## src/rtl/fetch_basic.sv

```systemverilog
// In-order, single-issue fetch stage. Issues sequential instruction-memory
// requests, holds responses in a small circular buffer and presents them to
// decode in order. A squash from X redirects fetch; responses still owed for
// squashed requests are counted in drop_cnt and discarded when they arrive.
module fetch_basic #(
   parameter int                     p_addr_bits = 32,
   parameter int                     p_inst_bits = 32,
   parameter int                     p_depth     = 2,
   parameter logic [p_addr_bits-1:0] p_reset_pc  = 'h200
) (
   input  logic                   clk,
   input  logic                   rst,
   output logic                   mem_req_val,
   input  logic                   mem_req_rdy,
   output logic [p_addr_bits-1:0] mem_req_addr,
   input  logic                   mem_resp_val,
   output logic                   mem_resp_rdy,
   input  logic [p_inst_bits-1:0] mem_resp_data,
   output logic                   d_val,
   input  logic                   d_rdy,
   output logic [p_inst_bits-1:0] d_inst,
   output logic [p_addr_bits-1:0] d_pc,
   input  logic                   squash,
   input  logic [p_addr_bits-1:0] branch_target
);

   localparam int p_ptr_bits = (p_depth > 1) ? $clog2(p_depth) : 1;
   localparam int p_cnt_bits = p_ptr_bits + 1;
   localparam logic [p_cnt_bits:0] c_depth = (p_cnt_bits + 1)'(p_depth);

   logic [p_addr_bits-1:0] fetch_pc;
   logic [p_addr_bits-1:0] slot_pc   [p_depth];
   logic [p_inst_bits-1:0] slot_inst [p_depth];
   logic [p_depth-1:0]     slot_done;
   logic [p_ptr_bits-1:0]  alloc_ptr;
   logic [p_ptr_bits-1:0]  resp_ptr;
   logic [p_ptr_bits-1:0]  head_ptr;
   logic [p_cnt_bits-1:0]  count;     // allocated slots
   logic [p_cnt_bits-1:0]  pend_cnt;  // allocated slots still waiting for data
   logic [p_cnt_bits-1:0]  drop_cnt;  // stale responses still owed by memory
   logic                   rst_q;

   logic [p_cnt_bits:0]    occ;
   logic                   req_xfer;
   logic                   resp_keep;
   logic                   resp_drop;
   logic                   d_xfer;

   // Request/decode handshakes and slot-occupancy bookkeeping.
   always_comb begin
      occ          = {1'b0, count} + {1'b0, drop_cnt};
      // rst_q keeps requests off for the first cycle after reset is released
      mem_req_val  = !rst && !rst_q && !squash && (occ < c_depth);
      mem_req_addr = fetch_pc;
      mem_resp_rdy = 1'b1;
      d_val        = !rst && !squash && (count != '0) && slot_done[head_ptr];
      d_inst       = slot_inst[head_ptr];
      d_pc         = slot_pc[head_ptr];
      req_xfer     = mem_req_val && mem_req_rdy;
      resp_drop    = !rst && !squash && mem_resp_val && (drop_cnt != '0);
      resp_keep    = !rst && !squash && mem_resp_val && (drop_cnt == '0);
      d_xfer       = d_val && d_rdy;
   end

   // Delayed reset used to hold off the first request.
   always_ff @(posedge clk) begin
      rst_q <= rst;
   end

   // Control state: pc, pointers, counters, done flags; squash overrides all.
   always_ff @(posedge clk) begin
      if (rst) begin
         fetch_pc  <= p_reset_pc;
         alloc_ptr <= '0;
         resp_ptr  <= '0;
         head_ptr  <= '0;
         count     <= '0;
         pend_cnt  <= '0;
         drop_cnt  <= '0;
         slot_done <= '0;
      end else if (squash) begin
         fetch_pc  <= branch_target;
         alloc_ptr <= '0;
         resp_ptr  <= '0;
         head_ptr  <= '0;
         count     <= '0;
         pend_cnt  <= '0;
         slot_done <= '0;
         // everything not yet returned becomes stale; a response landing
         // right now settles one of those debts
         drop_cnt  <= drop_cnt + pend_cnt - p_cnt_bits'(mem_resp_val);
      end else begin
         if (d_xfer) begin
            slot_done[head_ptr] <= 1'b0;
            head_ptr            <= head_ptr + 1'b1;
         end
         if (req_xfer) begin
            slot_done[alloc_ptr] <= 1'b0;
            alloc_ptr            <= alloc_ptr + 1'b1;
            fetch_pc             <= fetch_pc + p_addr_bits'(4);
         end
         if (resp_keep) begin
            slot_done[resp_ptr] <= 1'b1;
            resp_ptr            <= resp_ptr + 1'b1;
         end
         if (resp_drop) begin
            drop_cnt <= drop_cnt - 1'b1;
         end
         count    <= count + p_cnt_bits'(req_xfer) - p_cnt_bits'(d_xfer);
         pend_cnt <= pend_cnt + p_cnt_bits'(req_xfer) - p_cnt_bits'(resp_keep);
      end
   end

   // Slot payload: pc written at allocation, instruction at response.
   always_ff @(posedge clk) begin
      if (req_xfer) begin
         slot_pc[alloc_ptr] <= fetch_pc;
      end
      if (resp_keep) begin
         slot_inst[resp_ptr] <= mem_resp_data;
      end
   end

   // A response must always correspond to an owed or allocated request.
   assert property (@(posedge clk) disable iff (rst)
                    mem_resp_val |-> ((drop_cnt != '0) || (pend_cnt != '0)))
      else $error("fetch_basic: unexpected memory response");

endmodule

```

## config.mk

```make
export PLATFORM = sky130hd
export DESIGN_NAME = fetch_basic
export DESIGN_NICKNAME = d
export VERILOG_FILES = /design/src/rtl/fetch_basic.sv
export SDC_FILE = /design/constraint.sdc
export NUM_CORES = 1
export LEC_CHECK = 0
export CAP_MARGIN = 20
export CORE_MARGIN = 10
export CORE_UTILIZATION = 50
export DETAILED_ROUTE_END_ITERATION = 6
export HOLD_SLACK_MARGIN = 0.05
export MAX_ROUTING_LAYER = met4
export PLACE_DENSITY = 0.85
export SLEW_MARGIN = 30
export SYNTH_ARGS = -nofsm -noshare
export SYNTH_HDL_FRONTEND = slang
export SYNTH_SLANG_ARGS = --single-unit
```

## constraint.sdc

```tcl
create_clock -name clk -period 4.6 [get_ports clk]
set_clock_uncertainty 0.05 [all_clocks]
set_input_delay 0.69 -clock clk [delete_from_list [all_inputs] [get_ports clk]]
set_output_delay 0.69 -clock clk [all_outputs]
set_load 0.02 [all_outputs]
```

==> results.sh, run 1 <==
export IMPL_status="finished, final reports clean"
export IMPL_ir_drop_mv=0.305
export IMPL_setup_viol=0
export IMPL_netSwitchingFraction_pct=24.2
export IMPL_power_total_mw=3.50
export IMPL_cts_sinks=173
export IMPL_synth_simple_area_share_pct=11.6
export IMPL_cts_root_buf="clkbuf_16"
export IMPL_cts_setup_buffers=0
export IMPL_worstSetupStartpointType="input port"
export IMPL_rsz0062_at_grt="no"
export IMPL_tritoncts="yes"
export IMPL_synth_xor_area_share_pct=2.03
export IMPL_hold_class="flop to flop"
export IMPL_intPower_mw=2.65
export IMPL_syn2layout_area_growth_pct=33.4
export IMPL_synthAdderAreaFrac_pct=1.64
export IMPL_num_rows=44
export IMPL_cp_data_arrival_time_ps=2690
export IMPL_cts_buffers_inserted=17
export IMPL_end_kind="output port"
export IMPL_period_share_pct=74.6
export IMPL_track_usage_pct=19.5
export IMPL_ys_top_cells_by_area="edfxtp_1 52%, dfxtp_1 12%, mux2_2 9.8%"
export IMPL_post_dp_cell_area_sq_um=9170
export IMPL_core_area_sq_um=14500
export IMPL_yosys_mux_area_fraction_pct=10.2
export IMPL_p_comb_share_pct=9.3
export IMPL_period_needed_ps=3430
export IMPL_fin_area_sq_um=9790
export IMPL_synth_seq_area_share_pct=64.7
export IMPL_synth_top_family_by_area="simple AND/OR/NAND/NOR gates"
export IMPL_ctsHtreeMaxLevel=4
export IMPL_drt_iter0_markers=447
export IMPL_initial_core_util_pct=50.6
export IMPL_synth_edf_count=128
export IMPL_dr_pass1_iters=5
export IMPL_wire_per_inst_um=21.7
export IMPL_io_buffers=167
export IMPL_seq_power_share_pct=50.7
export IMPL_synth_seq_cells=173
export IMPL_hold_viol=0
export IMPL_avgSynthCellArea_sq_um=14.1
export IMPL_yosysTopAreaCell="edfxtp_1"
export IMPL_p_clk_share_pct=39.9
export IMPL_die_h_um=141
export IMPL_maxCapViolCount=0
export IMPL_antenna_found_initial=1
export IMPL_tightest_slew_ps=619
export IMPL_clock_path_buffers=2
export IMPL_grt_pass1_vias=5338
export IMPL_die_area_sq_um=19900
export IMPL_syn_num_nets=598
export IMPL_yosys_cell_count_top_type="edfxtp_1"
export IMPL_drc=0
export IMPL_dp_hpwl_um=13400
export IMPL_path_max_fanout=37
export IMPL_ctsResizeCount=0
export IMPL_clk_pin_slew_ps=70
export IMPL_ys_flop_type="edfxtp_1"
export IMPL_io_pins=169
export IMPL_grt_max_degree=47
export IMPL_nFillCells=995
export IMPL_synth_top_cells_by_count="128 x edfxtp_1, 64 x mux2_2, 45 x dfxtp_1"
export IMPL_die_width_um=141
export IMPL_utilization_pct=67.6
export IMPL_nets=766
export IMPL_cp_required_ps=3860
export IMPL_crit_type="input port to output port"
export IMPL_synth_compound_area_share_pct=7.06
export IMPL_max_slew_margin_pct=58.4
export IMPL_grt_overflow=0
export IMPL_max_clock_freq_mhz=291
export IMPL_wl_um=19200
export IMPL_power_switching_mw=0.849
export IMPL_synth_cell_type_count=57
export IMPL_powerDensity_nw_per_um2=358
export IMPL_tns_ps=0
export IMPL_hold_buffers=0
export IMPL_synth_top_area_share_pct=52.4
export IMPL_synthCells=519
export IMPL_clk_latency_ps=440
export IMPL_yosys_warnings=0
export IMPL_via_per_inst=5.97
export IMPL_p_leak_nw=3.32
export IMPL_place_congestion=0.902
export IMPL_drive_gt1_share_pct=17.3
export IMPL_slew_violations=0
export IMPL_vias=5285
export IMPL_antenna_left=0
export IMPL_async_flop_share_pct=0
export IMPL_netlist_area_sq_um=7330
export IMPL_grt_pass1_wl_um=29800
[area by class of cell]
type | count | area (sq um) | share of cell area, %
Antenna cell | 1 | 2.50 | 0.0256
Tap cell | 184 | 230 | 2.35
Sequential cell | 173 | 4750 | 48.5
Inverter | 15 | 56.3 | 0.575
Multi-Input combinational cell | 303 | 2400 | 24.6
Timing Repair Buffer | 177 | 1770 | 18.1
Clock buffer | 18 | 429 | 4.39
Clock inverter | 14 | 151 | 1.55
[kinds of logic after synthesis]
logic type | Yosys count
AO/OA/AOI/OAI | 66
XOR/XNOR | 17
adder cells (fa/ha/maj) | 9
buffers and inverters | 43
flip-flops | 173
multiplexers | 67
other | 1
AND/OR/NAND/NOR | 143
[flip-flops by register name, summed over array words and instances, names as in the netlist, named ones only]
register	cells
slot_done	2
resp_ptr	1
head_ptr	1
count	2
slot_pc	64
slot_inst	64
alloc_ptr	1
mem_req_addr	32
rst_q	1
drop_cnt	2
pend_cnt	2
[power groups by stage]
stage	combinational [mW]	clock, mW	sequential [mW]
2_1_floorplan	0.135	0	1.81
3_3_place_gp	0.313	0	1.80
3_5_place_dp	0.322	0	1.81
4_1_cts	0.325	1.42	1.77
5_1_grt	0.347	1.49	1.78
6_report	0.327	1.40	1.78
[worst max-delay path, stage by stage]
cell and delay (ps):
clkdlybuf4s50_1 400, buf_4 260, or2_1 270, buf_4 190
nor3_1 210, clkdlybuf4s50_1 640
[placed cells by master (no fill, tap or decap), types with 4 or more instances in the layout]
master	synthesis	routed
clkdlybuf4s50_1	0	167
a211oi_1	9	9
xor2_1	7	7
inv_6	0	4
a311oi_1	16	16
nand2_1	23	23
mux2_2	64	64
inv_1	14	14
and2_1	8	8
clkbuf_16	0	17
dfxtp_1	45	44
nand4_1	13	13
o31ai_1	10	10
buf_4	2	9
edfxtp_1	128	128
a21oi_1	8	8
nor2_1	30	29
and3_1	6	6
nor3_1	8	8
xnor2_1	10	10
nand3_1	13	13
or4_1	9	9
and4_1	10	10
ha_1	8	8
[routing by layer]
| layer | up-vias | wire, um | track usage, % |
|---|---|---|---|
| li1 | 2360 | - | - |
| met1 | 2569 | 7600 | 23.1 |
| met2 | 321 | 9610 | 31.4 |
| met3 | 35 | 1640 | 5.31 |
| met4 | 0 | 354 | 6.90 |
| met5 | - | 0 | - |
[path summary, 6_finish.rpt]
| kind | start | end | slack [ps] | cells past startpoint |
|---|---|---|---|---|
| max | rst | d_val | 1170 | 6 |
| min | mem_req_addr[0] | slot_pc[0][0] | 450 | 0 |
| max reg2reg | count[0] | mem_req_addr[21] | 1570 | 7 |
| min reg2reg | mem_req_addr[0] | slot_pc[0][0] | 450 | 0 |
[through the flow]
stage               std cells  setup slack [ps]  hold slack [ps]
floorplan                 519               961              403
global placement          851              1190              413
detailed placement        851              1180              431
CTS                       883              1130              447
global route              885              1090              476
finish                    885              1170              446
Note: power is estimated with default switching activity, not from simulation.
==> inputs of run 2 (changes only) <==
--- a/config.mk
+++ b/config.mk
@@ -7,11 +7,11 @@
 export LEC_CHECK = 0
 export CAP_MARGIN = 20
 export CORE_MARGIN = 10
-export CORE_UTILIZATION = 50
+export CORE_UTILIZATION = 45
 export DETAILED_ROUTE_END_ITERATION = 6
 export HOLD_SLACK_MARGIN = 0.05
 export MAX_ROUTING_LAYER = met4
-export PLACE_DENSITY = 0.85
+export PLACE_DENSITY = 0.81
 export SLEW_MARGIN = 30
 export SYNTH_ARGS = -nofsm -noshare
 export SYNTH_HDL_FRONTEND = slang
==> constraint.sdc (replaced) <==
create_clock -name clk -period 2.75 [get_ports clk]
set_clock_uncertainty 0.05 [all_clocks]
set_input_delay 0.4125 -clock clk [delete_from_list [all_inputs] [get_ports clk]]
set_output_delay 0.4125 -clock clk [all_outputs]
set_load 0.02 [all_outputs]
==> results.sh, run 2 (synthesis gave the netlist of run 1 again) <==
export IMPL_layout_common_cells="165 x clkdlybuf4s50_1, 128 x edfxtp_1, 64 x mux2_2"
export IMPL_die_width_um=148
export IMPL_hold_class="flop to flop"
export IMPL_ctsHtreeMaxLevel=4
export IMPL_wl_um=20000
export IMPL_tightest_slew_ps=576
export IMPL_clk_latency_ps=430
export IMPL_pre_cts_ws_ps=-15.1
export IMPL_crit_top_cell="ha_4"
export IMPL_clk_pin_slew_ps=70
export IMPL_period_needed_ps=2750
export IMPL_drive_gt1_share_pct=21.9
export IMPL_num_rows=46
export IMPL_tritoncts="yes"
export IMPL_setup_viol=0
export IMPL_grt_max_degree=40
export IMPL_crit_type="flop to flop"
export IMPL_die_area_sq_um=21800
export IMPL_hold_viol=0
export IMPL_final_common_cell="clkdlybuf4s50_1"
export IMPL_max_clock_freq_mhz=364
export IMPL_track_usage_pct=18.4
export IMPL_cp_data_arrival_time_ps=3010
export IMPL_clock_path_buffers=2
export IMPL_io_buffers=167
export IMPL_wire_per_inst_um=21.3
export IMPL_period_share_pct=99.9
export IMPL_slowest_stage="or4b_4"
export IMPL_cp_required_ps=3010
export IMPL_core_area_sq_um=15900
export IMPL_crit_buf_inv=2
export IMPL_drc=0
export IMPL_worstSetupStartpointType="flop"
export IMPL_dp_hpwl_um=14100
export IMPL_max_slew_margin_pct=61.5
export IMPL_drt_iter0_markers=415
export IMPL_ir_drop_mv=0.433
export IMPL_crit_path_max_incr_delay_ps=580
export IMPL_die_h_um=148
export IMPL_antenna_cells=0
export IMPL_rsz0062_at_grt="yes"
export IMPL_cts_root_buf="clkbuf_16"
export IMPL_io_pins=169
export IMPL_via_per_inst=5.73
export IMPL_slew_violations=0
export IMPL_finalNonFillerCells=938
export IMPL_powerDensity_nw_per_um2=599
export IMPL_setup_ws_ps=2.71
export IMPL_maxCapViolCount=0
export IMPL_grt_overflow=0
export IMPL_cp_top_family="simple AND/OR/NAND/NOR gates"
export IMPL_cts_sinks=173
export IMPL_dp_cells=899
export IMPL_initial_core_util_pct=46.0
export IMPL_grt_pass1_wl_um=30700
export IMPL_hold_buffers=0
export IMPL_antenna_left=0
export IMPL_vias=5379
export IMPL_grt_pass1_vias=5496
export IMPL_place_congestion=0.881
export IMPL_cts_buffers_inserted=17
export IMPL_antenna_found_initial=0
export IMPL_crit_chain="and2_4 > fa_1 > or4b_4 > nor2_4 > inv_4 > ha_4 > inv_2 > ha_4 > xor2_1 > xnor2_1 > nor2_1"
export IMPL_nets=788
export IMPL_status="finished, final reports clean"
export IMPL_end_kind="flop"
export IMPL_p_leak_nw=3.48
export IMPL_syn2layout_area_growth_pct=39.1
export IMPL_dr_pass1_iters=5
export IMPL_nFillCells=1112
export IMPL_path_max_fanout=3
[run 2: routing by layer]
layer | part of all wire (%) | GRT usage (%) | vias to the layer above | wire (um)
met3 | 8.2 | 4.67 | 65 | 1630
met4 | 3.9 | 8.42 | 0 | 790
met1 | 40 | 22.2 | 2610 | 8010
met2 | 48 | 28.6 | 292 | 9580
met5 | 0 | - | - | 0
li1 | - | - | 2412 | -
[run 2: area by class of cell]
cell class / count / area (sq um) / area share, %
inverters: 15 / 58.8 / 0.576
multi-input cells: 303 / 2490 / 24.5
clock inverters: 15 / 223 / 2.18
well taps: 216 / 270 / 2.65
clock buffers: 17 / 425 / 4.17
flip-flops and latches: 173 / 4750 / 46.5
repair buffers: 199 / 1980 / 19.4
[run 2: repair_timing]
action,in CTS,in global routing
cloned,0,0
buffers inserted,4,3
gates resized for setup,10,9
pin swaps,9,15
endpoints found under the setup margin,5,20
[run 2: path summary, 6_finish.rpt]
kind                   start       endpoint  slack, ps  cells after the start
min reg2reg  mem_req_addr[0]  slot_pc[0][0]        440                      0
min          mem_req_addr[0]  slot_pc[0][0]        440                      0
max                 count[0]    pend_cnt[1]          3                     11
max reg2reg         count[0]    pend_cnt[1]          3                     11
[run 2: metrics by stage]
stage	util, %	power [mW]	cell area [sq um]	setup TNS (ps)	hold slack (ps)
floorplan	-	3.26	7340	-45.0	390
global placement	59.0	3.56	9400	0	415
detailed placement	59.0	3.58	9400	-15.1	422
CTS	63.5	6.15	10100	-12.2	444
global route	64.0	6.30	10200	-224	470
finish	64.0	6.11	10200	0	441
[run 2: where the power goes]
| group | internal [mW] | leakage, nW | total (mW) | switching [mW] |
|---|---|---|---|---|
| sequential | 2.88 | 1.54 | 2.97 | 0.0909 |
| combinational | 0.302 | 1.63 | 0.587 | 0.285 |
| clock | 1.48 | 0.316 | 2.56 | 1.07 |
